<file path="src/rtl/bcd3_entry_ctrl.sv">
// Digit-serial operand entry, settle timing and result capture for the 3-digit BCD adder.
// Optional BCD3_CARRY_CHAIN_EN: feed each consumed carry-out back as the next carry-in.
module bcd3_entry_ctrl #(
  parameter int unsigned SETTLE_CYC = 100
) (
  input  logic        clk,
  input  logic        rst_n,
  input  logic        in_valid,
  output logic        in_ready,
  input  logic [3:0]  in_digit,
  input  logic        in_enter,
  input  logic        in_clear,
  output logic [11:0] add_m,
  output logic [11:0] add_n,
  output logic        add_p,
  input  logic [11:0] add_q,
  input  logic        add_w,
  output logic        res_valid,
  input  logic        res_ready,
  output logic [11:0] res_q,
  output logic        res_w,
  output logic        err
);

  localparam int unsigned DW = 4;
  localparam int unsigned OW = 12;
  localparam int unsigned CW = 8;

  typedef enum logic [1:0] {ENTRY_A, ENTRY_B, SETTLE, DONE} state_e;

  state_e        state_q, state_d;
  logic [OW-1:0] op_a_q, op_a_d;
  logic [OW-1:0] op_b_q, op_b_d;
  logic [CW-1:0] cnt_q, cnt_d;
  logic [OW-1:0] sum_q, sum_d;
  logic          cout_q, cout_d;
  logic          err_q, err_d;
`ifdef BCD3_CARRY_CHAIN_EN
  logic          carry_q, carry_d;
`endif

  logic beat_acc;
  logic digit_ok;

  assign beat_acc = in_valid && in_ready;
  assign digit_ok = (in_digit <= DW'(9));

  // State register
  always_ff @(posedge clk or negedge rst_n) begin
    if (!rst_n) begin
      state_q <= ENTRY_A;
      op_a_q  <= '0;
      op_b_q  <= '0;
      cnt_q   <= '0;
      sum_q   <= '0;
      cout_q  <= 1'b0;
      err_q   <= 1'b0;
`ifdef BCD3_CARRY_CHAIN_EN
      carry_q <= 1'b0;
`endif
    end else begin
      state_q <= state_d;
      op_a_q  <= op_a_d;
      op_b_q  <= op_b_d;
      cnt_q   <= cnt_d;
      sum_q   <= sum_d;
      cout_q  <= cout_d;
      err_q   <= err_d;
`ifdef BCD3_CARRY_CHAIN_EN
      carry_q <= carry_d;
`endif
    end
  end

  // Next-state and datapath update; clear overrides everything, including a same-cycle beat
  always_comb begin
    state_d = state_q;
    op_a_d  = op_a_q;
    op_b_d  = op_b_q;
    cnt_d   = cnt_q;
    sum_d   = sum_q;
    cout_d  = cout_q;
    err_d   = 1'b0;
`ifdef BCD3_CARRY_CHAIN_EN
    carry_d = carry_q;
`endif
    if (in_clear) begin
      state_d = ENTRY_A;
      op_a_d  = '0;
      op_b_d  = '0;
      cnt_d   = '0;
`ifdef BCD3_CARRY_CHAIN_EN
      carry_d = 1'b0;
`endif
    end else begin
      unique case (state_q)
        ENTRY_A: begin
          if (beat_acc) begin
            if (in_enter)      state_d = ENTRY_B;
            else if (digit_ok) op_a_d  = {op_a_q[OW-DW-1:0], in_digit};
            else               err_d   = 1'b1;
          end
        end
        ENTRY_B: begin
          if (beat_acc) begin
            if (in_enter) begin
              state_d = SETTLE;
              cnt_d   = CW'(SETTLE_CYC - 1);
            end else if (digit_ok) begin
              op_b_d = {op_b_q[OW-DW-1:0], in_digit};
            end else begin
              err_d = 1'b1;
            end
          end
        end
        SETTLE: begin
          if (cnt_q == '0) begin
            sum_d   = add_q;
            cout_d  = add_w;
            state_d = DONE;
          end else begin
            cnt_d = cnt_q - CW'(1);
          end
        end
        DONE: begin
          if (res_ready) begin
            op_a_d  = '0;
            op_b_d  = '0;
            state_d = ENTRY_A;
`ifdef BCD3_CARRY_CHAIN_EN
            carry_d = cout_q;
`endif
          end
        end
        default: state_d = ENTRY_A;
      endcase
    end
  end

  // Outputs: pure decodes of registered state
  always_comb begin
    in_ready  = (state_q == ENTRY_A) || (state_q == ENTRY_B);
    res_valid = (state_q == DONE);
    add_m     = op_a_q;
    add_n     = op_b_q;
    res_q     = sum_q;
    res_w     = cout_q;
    err       = err_q;
`ifdef BCD3_CARRY_CHAIN_EN
    add_p     = carry_q;
`else
    add_p     = 1'b0;
`endif
  end

endmodule

</file>
<file path="config.mk">
export PLATFORM = sky130hd
export DESIGN_NAME = bcd3_entry_ctrl
export DESIGN_NICKNAME = d
export VERILOG_FILES = /design/src/rtl/bcd3_entry_ctrl.sv
export SDC_FILE = /design/constraint.sdc
export NUM_CORES = 1
export LEC_CHECK = 0
export ABC_AREA = 1
export CORE_MARGIN = 1
export CORE_UTILIZATION = 30
export DETAILED_ROUTE_END_ITERATION = 7
export HOLD_SLACK_MARGIN = 0.03
export PLACE_DENSITY = 0.56
export SLEW_MARGIN = 20
export SYNTH_ARGS = -nofsm -noshare
export SYNTH_HDL_FRONTEND = slang
export SYNTH_SLANG_ARGS = --single-unit
</file>
<file path="constraint.sdc">
create_clock -name clk -period 2 [get_ports clk]
set_input_delay 0.3 -clock clk [delete_from_list [all_inputs] [get_ports clk]]
set_output_delay 0.3 -clock clk [all_outputs]
set_load 0.01 [all_outputs]
</file>
==> metrics.csv <==
stage;metric;value;unit
timing;Slew Limit Fails;0;
route;TritonRoute pass-1 iters;4;
grt;gr ovfl total;0;
pwr;P per Cell Area;1340;mW/mm^2
route;vias after detailed routing;2216;
timing;Rel. slew slack;58.9;%
clock_network;CTS tree;yes;
grt;initial antenna violation count;0;
clock_network;H-Tree Depth;2;
synth;compound-gate portion of the synthesized area;2.40;%
clock_network;CTS buffer count;5;
synth;Post-synth EDFFs;0;
timing;Tmin final;1.88;ns
floorplanning;Cell Rows;33;
timing;final worst hold slack;0.0893;ns
floorplanning;Top Ports;64;
floorplanning;Initial Util;31.1;%
timing;Worst Skew;0.00441;ns
grt;met2 Use GR;24.4;%
synth;Post-Syn Area;0.00255;sq mm
worst_setup_path;crit path launch type;flip-flop;
layout;Ant. Diodes;0;
worst_setup_path;Crit. End Element;primary output;
synth;xor/xnor share of the synthesized area;1.03;%
grt;GR Util All Layers;14.3;%
grt;first-pass GRT wire length;9.92;mm
grt;met1 global-route usage;18.0;%
layout;fin cells;501;
route;routed wire length;5.86;mm
synth;Synth warnings;0;
flow_run;max_cap viols;0;
synth;Synth top area share;47.0;%
route;Via density;4.42;
route;DRT iter0 DRCs;81;
synth;Seq/Total Area, Yosys;47.0;%
clock_network;clk sinks;48;
synth;largest family of logic cells by synthesized area;simple AND/OR/NAND/NOR gates;
floorplanning;die width;94.3;um
timing;Hold Vio Cnt, Final;0;
run_status;status;finished clean;
grt;number of global-route vias before repair;2165;
synth;post-synthesis simple-gate area fraction;38.9;%
timing;endpoints failing setup;0;
synth;Synth Register Bits;48;
placement;GPL Wtd Cong;0.783;
synth;dominant cell type by area after synthesis;dfrtp_1;
placement;cell total after placement;491;
timing;RSZ-0062 raised after global routing;no;
timing;Worst-Margin Slew;0.616;ns
clock_network;Bufs on Longest Clock Path;2;
pwr;Pleak;0.00171;uW
worst_setup_path;WP data arrival;1.58;ns
placement;port bufs;62;
worst_setup_path;max incr delay on CP;0.49;ns
placement;post-DP HPWL;4.25;mm
worst_setup_path;slowest cell on the critical path;clkdlybuf4s50_1;
route;final antenna-violating net count;0;
min_path;Tightest Hold Check Type;in -> async;
synth;distinct cell type count after synthesis;31;
synth;Mapped Nets;358;
synth;multiplexer area fraction after synthesis;0;%
floorplanning;core area;0.00822;sq mm
timing;Max Freq;0.533;GHz
timing;Final Cycle Share;93.8;%
worst_setup_path;crit-path cells;buf_4, ha_1, clkdlybuf4s50_1;
route;DRC viols;0;
worst_setup_path;Critical Path Fanout Max;3;
synth;fraction of registers with async set/reset;100;%
route;drt wl/cell;11.7;um
grt;largest net degree at the start of global routing;49;
synth;ys flop type;dfrtp_1;
synth;Cells after Synth;329;
layout;fin nets;424;
synth;synth top area cells;dfrtp_1, nand2_1, nand3_1;
floorplanning;Die H;94.3;um
floorplanning;Die ar.;0.00889;sq mm
clock_network;Hold Buf Count CTS;0;
clock_network;clock slew seen by the registers of the worst setup and hold paths;0.09;ns
grt;met3 usage;3.80;%
clock_network;Worst-Skew Late Latency;0.30;ns
synth;syn_area_per_cell;7.77;sq um
worst_setup_path;CP Class;reg -> out;
pwr;Max rail drop VDD;0.656;mV
worst_setup_path;WP data required;1.70;ns
layout;final core utilization;41.3;%
layout;area grow syn2layout;32.9;%
timing;Fin Setup TNS;0;ns
synth;Synth Area in Adders;2.94;%
layout;layout cells sized above 1;13.1;%
clock_network;Root Buffer Master;clkbuf_8;
grt;grt peak-use layer;met2;
-- cell type report --
type	count	area [sq um]
sequential	48	1200
tap	105	131
clock inverter	3	23.8
fill	826	4820
multi-input combinational	247	1190
inverter	20	85.1
timing repair buffer	73	697
clock buffer	5	68.8
-- worst max-delay path, delay by kind of cell (launching register included) --
| kind | cells | cell delay (ns) |
|---|---|---|
| buffers and inverters | 2 | 0.64 |
| flip-flops | 1 | 0.41 |
| adder cells (fa/ha/maj) | 1 | 0.23 |
-- cell usage after synthesis, types with 2 or more instances --
library cell	n
o21ai_0	2
xor2_1	3
buf_6	3
nor2_2	2
nand4_1	3
inv_1	14
nand2_4	2
clkbuf_1	3
inv_4	2
nor2_1	32
inv_2	2
ha_1	6
buf_2	2
nand2_1	132
dfrtp_1	48
nand3_1	35
nor3_1	2
a21oi_1	3
buf_4	4
o21ai_1	4
nor2_4	2
nand2_2	14
-- logic make-up (layout without fill, tap and decap cells) --
family                     Yosys count  after routing
and+or+nand+nor                    226            226
DFF                                 48             48
buffers and inverters               34            101
AOI/OAI and AO/OA                   11             11
adders and majority gates            6              6
xor gates and xnor gates             3              3
other                                1              1
-- path summary, 6_finish.rpt --
| check | depth (start not counted) | slack [ns] | end | from |
|---|---|---|---|---|
| worst min-delay path | 2 | 0.09 | add_m[9] | rst_n |
| worst max register to register | 12 | 0.27 | add_n[3] | state_q[0] |
| min in group clk | 2 | 0.48 | add_m[9] | add_m[9] |
| worst max-delay path | 3 | 0.12 | res_valid | state_q[0] |
| max in group asynchronous | 2 | 1.50 | res_q[9] | rst_n |
| worst min register to register | 2 | 0.48 | add_m[9] | add_m[9] |
-- cells in the final DEF (no fill, tap or decap), types with 3 or more instances in the layout --
cell | Yosys | layout
nand2_1 | 132 | 132
clkdlybuf4s50_1 | 0 | 60
dfrtp_1 | 48 | 48
nand3_1 | 35 | 35
nor2_1 | 32 | 31
nand2_2 | 14 | 14
inv_1 | 14 | 13
buf_4 | 4 | 11
clkbuf_8 | 0 | 5
o21ai_1 | 4 | 4
ha_1 | 6 | 4
inv_2 | 2 | 3
nor2_2 | 2 | 3
a21oi_1 | 3 | 3
nand4_1 | 3 | 3
xor2_1 | 3 | 3
-- registers in the layout (all words and copies together), names as in the netlist --
signal   cells
res_q       12
cnt_q        8
err          1
add_n       12
res_w        1
add_m       12
state_q      2
-- power breakdown --
| part | internal [uW] | switching (uW) |
|---|---|---|
| logic | 1100 | 1290 |
| registers | 1310 | 266 |
| clock network | 248 | 337 |
-- metrics by stage --
step                      setup slack, ns  cell area [sq um]  total power (uW)
final                               0.124               3400              4550
after global routing               0.0228               3400              4940
after CTS                          0.0391               3390              4600
after detailed placement            0.129               3260              3920
after global placement              0.172               3260              3900
after floorplan                     0.485               2550              3030
-- metal layers --
metal / wire length [um] / vias to the layer above / share of wire, %
met1: 2690 / 1012 / 46
li1: - / 1148 / -
met2: 2770 / 51 / 47
met4: 36 / 0 / 0.61
met3: 356 / 5 / 6.1
met5: 0 / - / 0
-- repair_timing --
item	in CTS	in global routing
setup endpoints to repair	1	1
buffers inserted	1	1
gates resized for setup	7	0
Power figures use the tool's default switching activity.
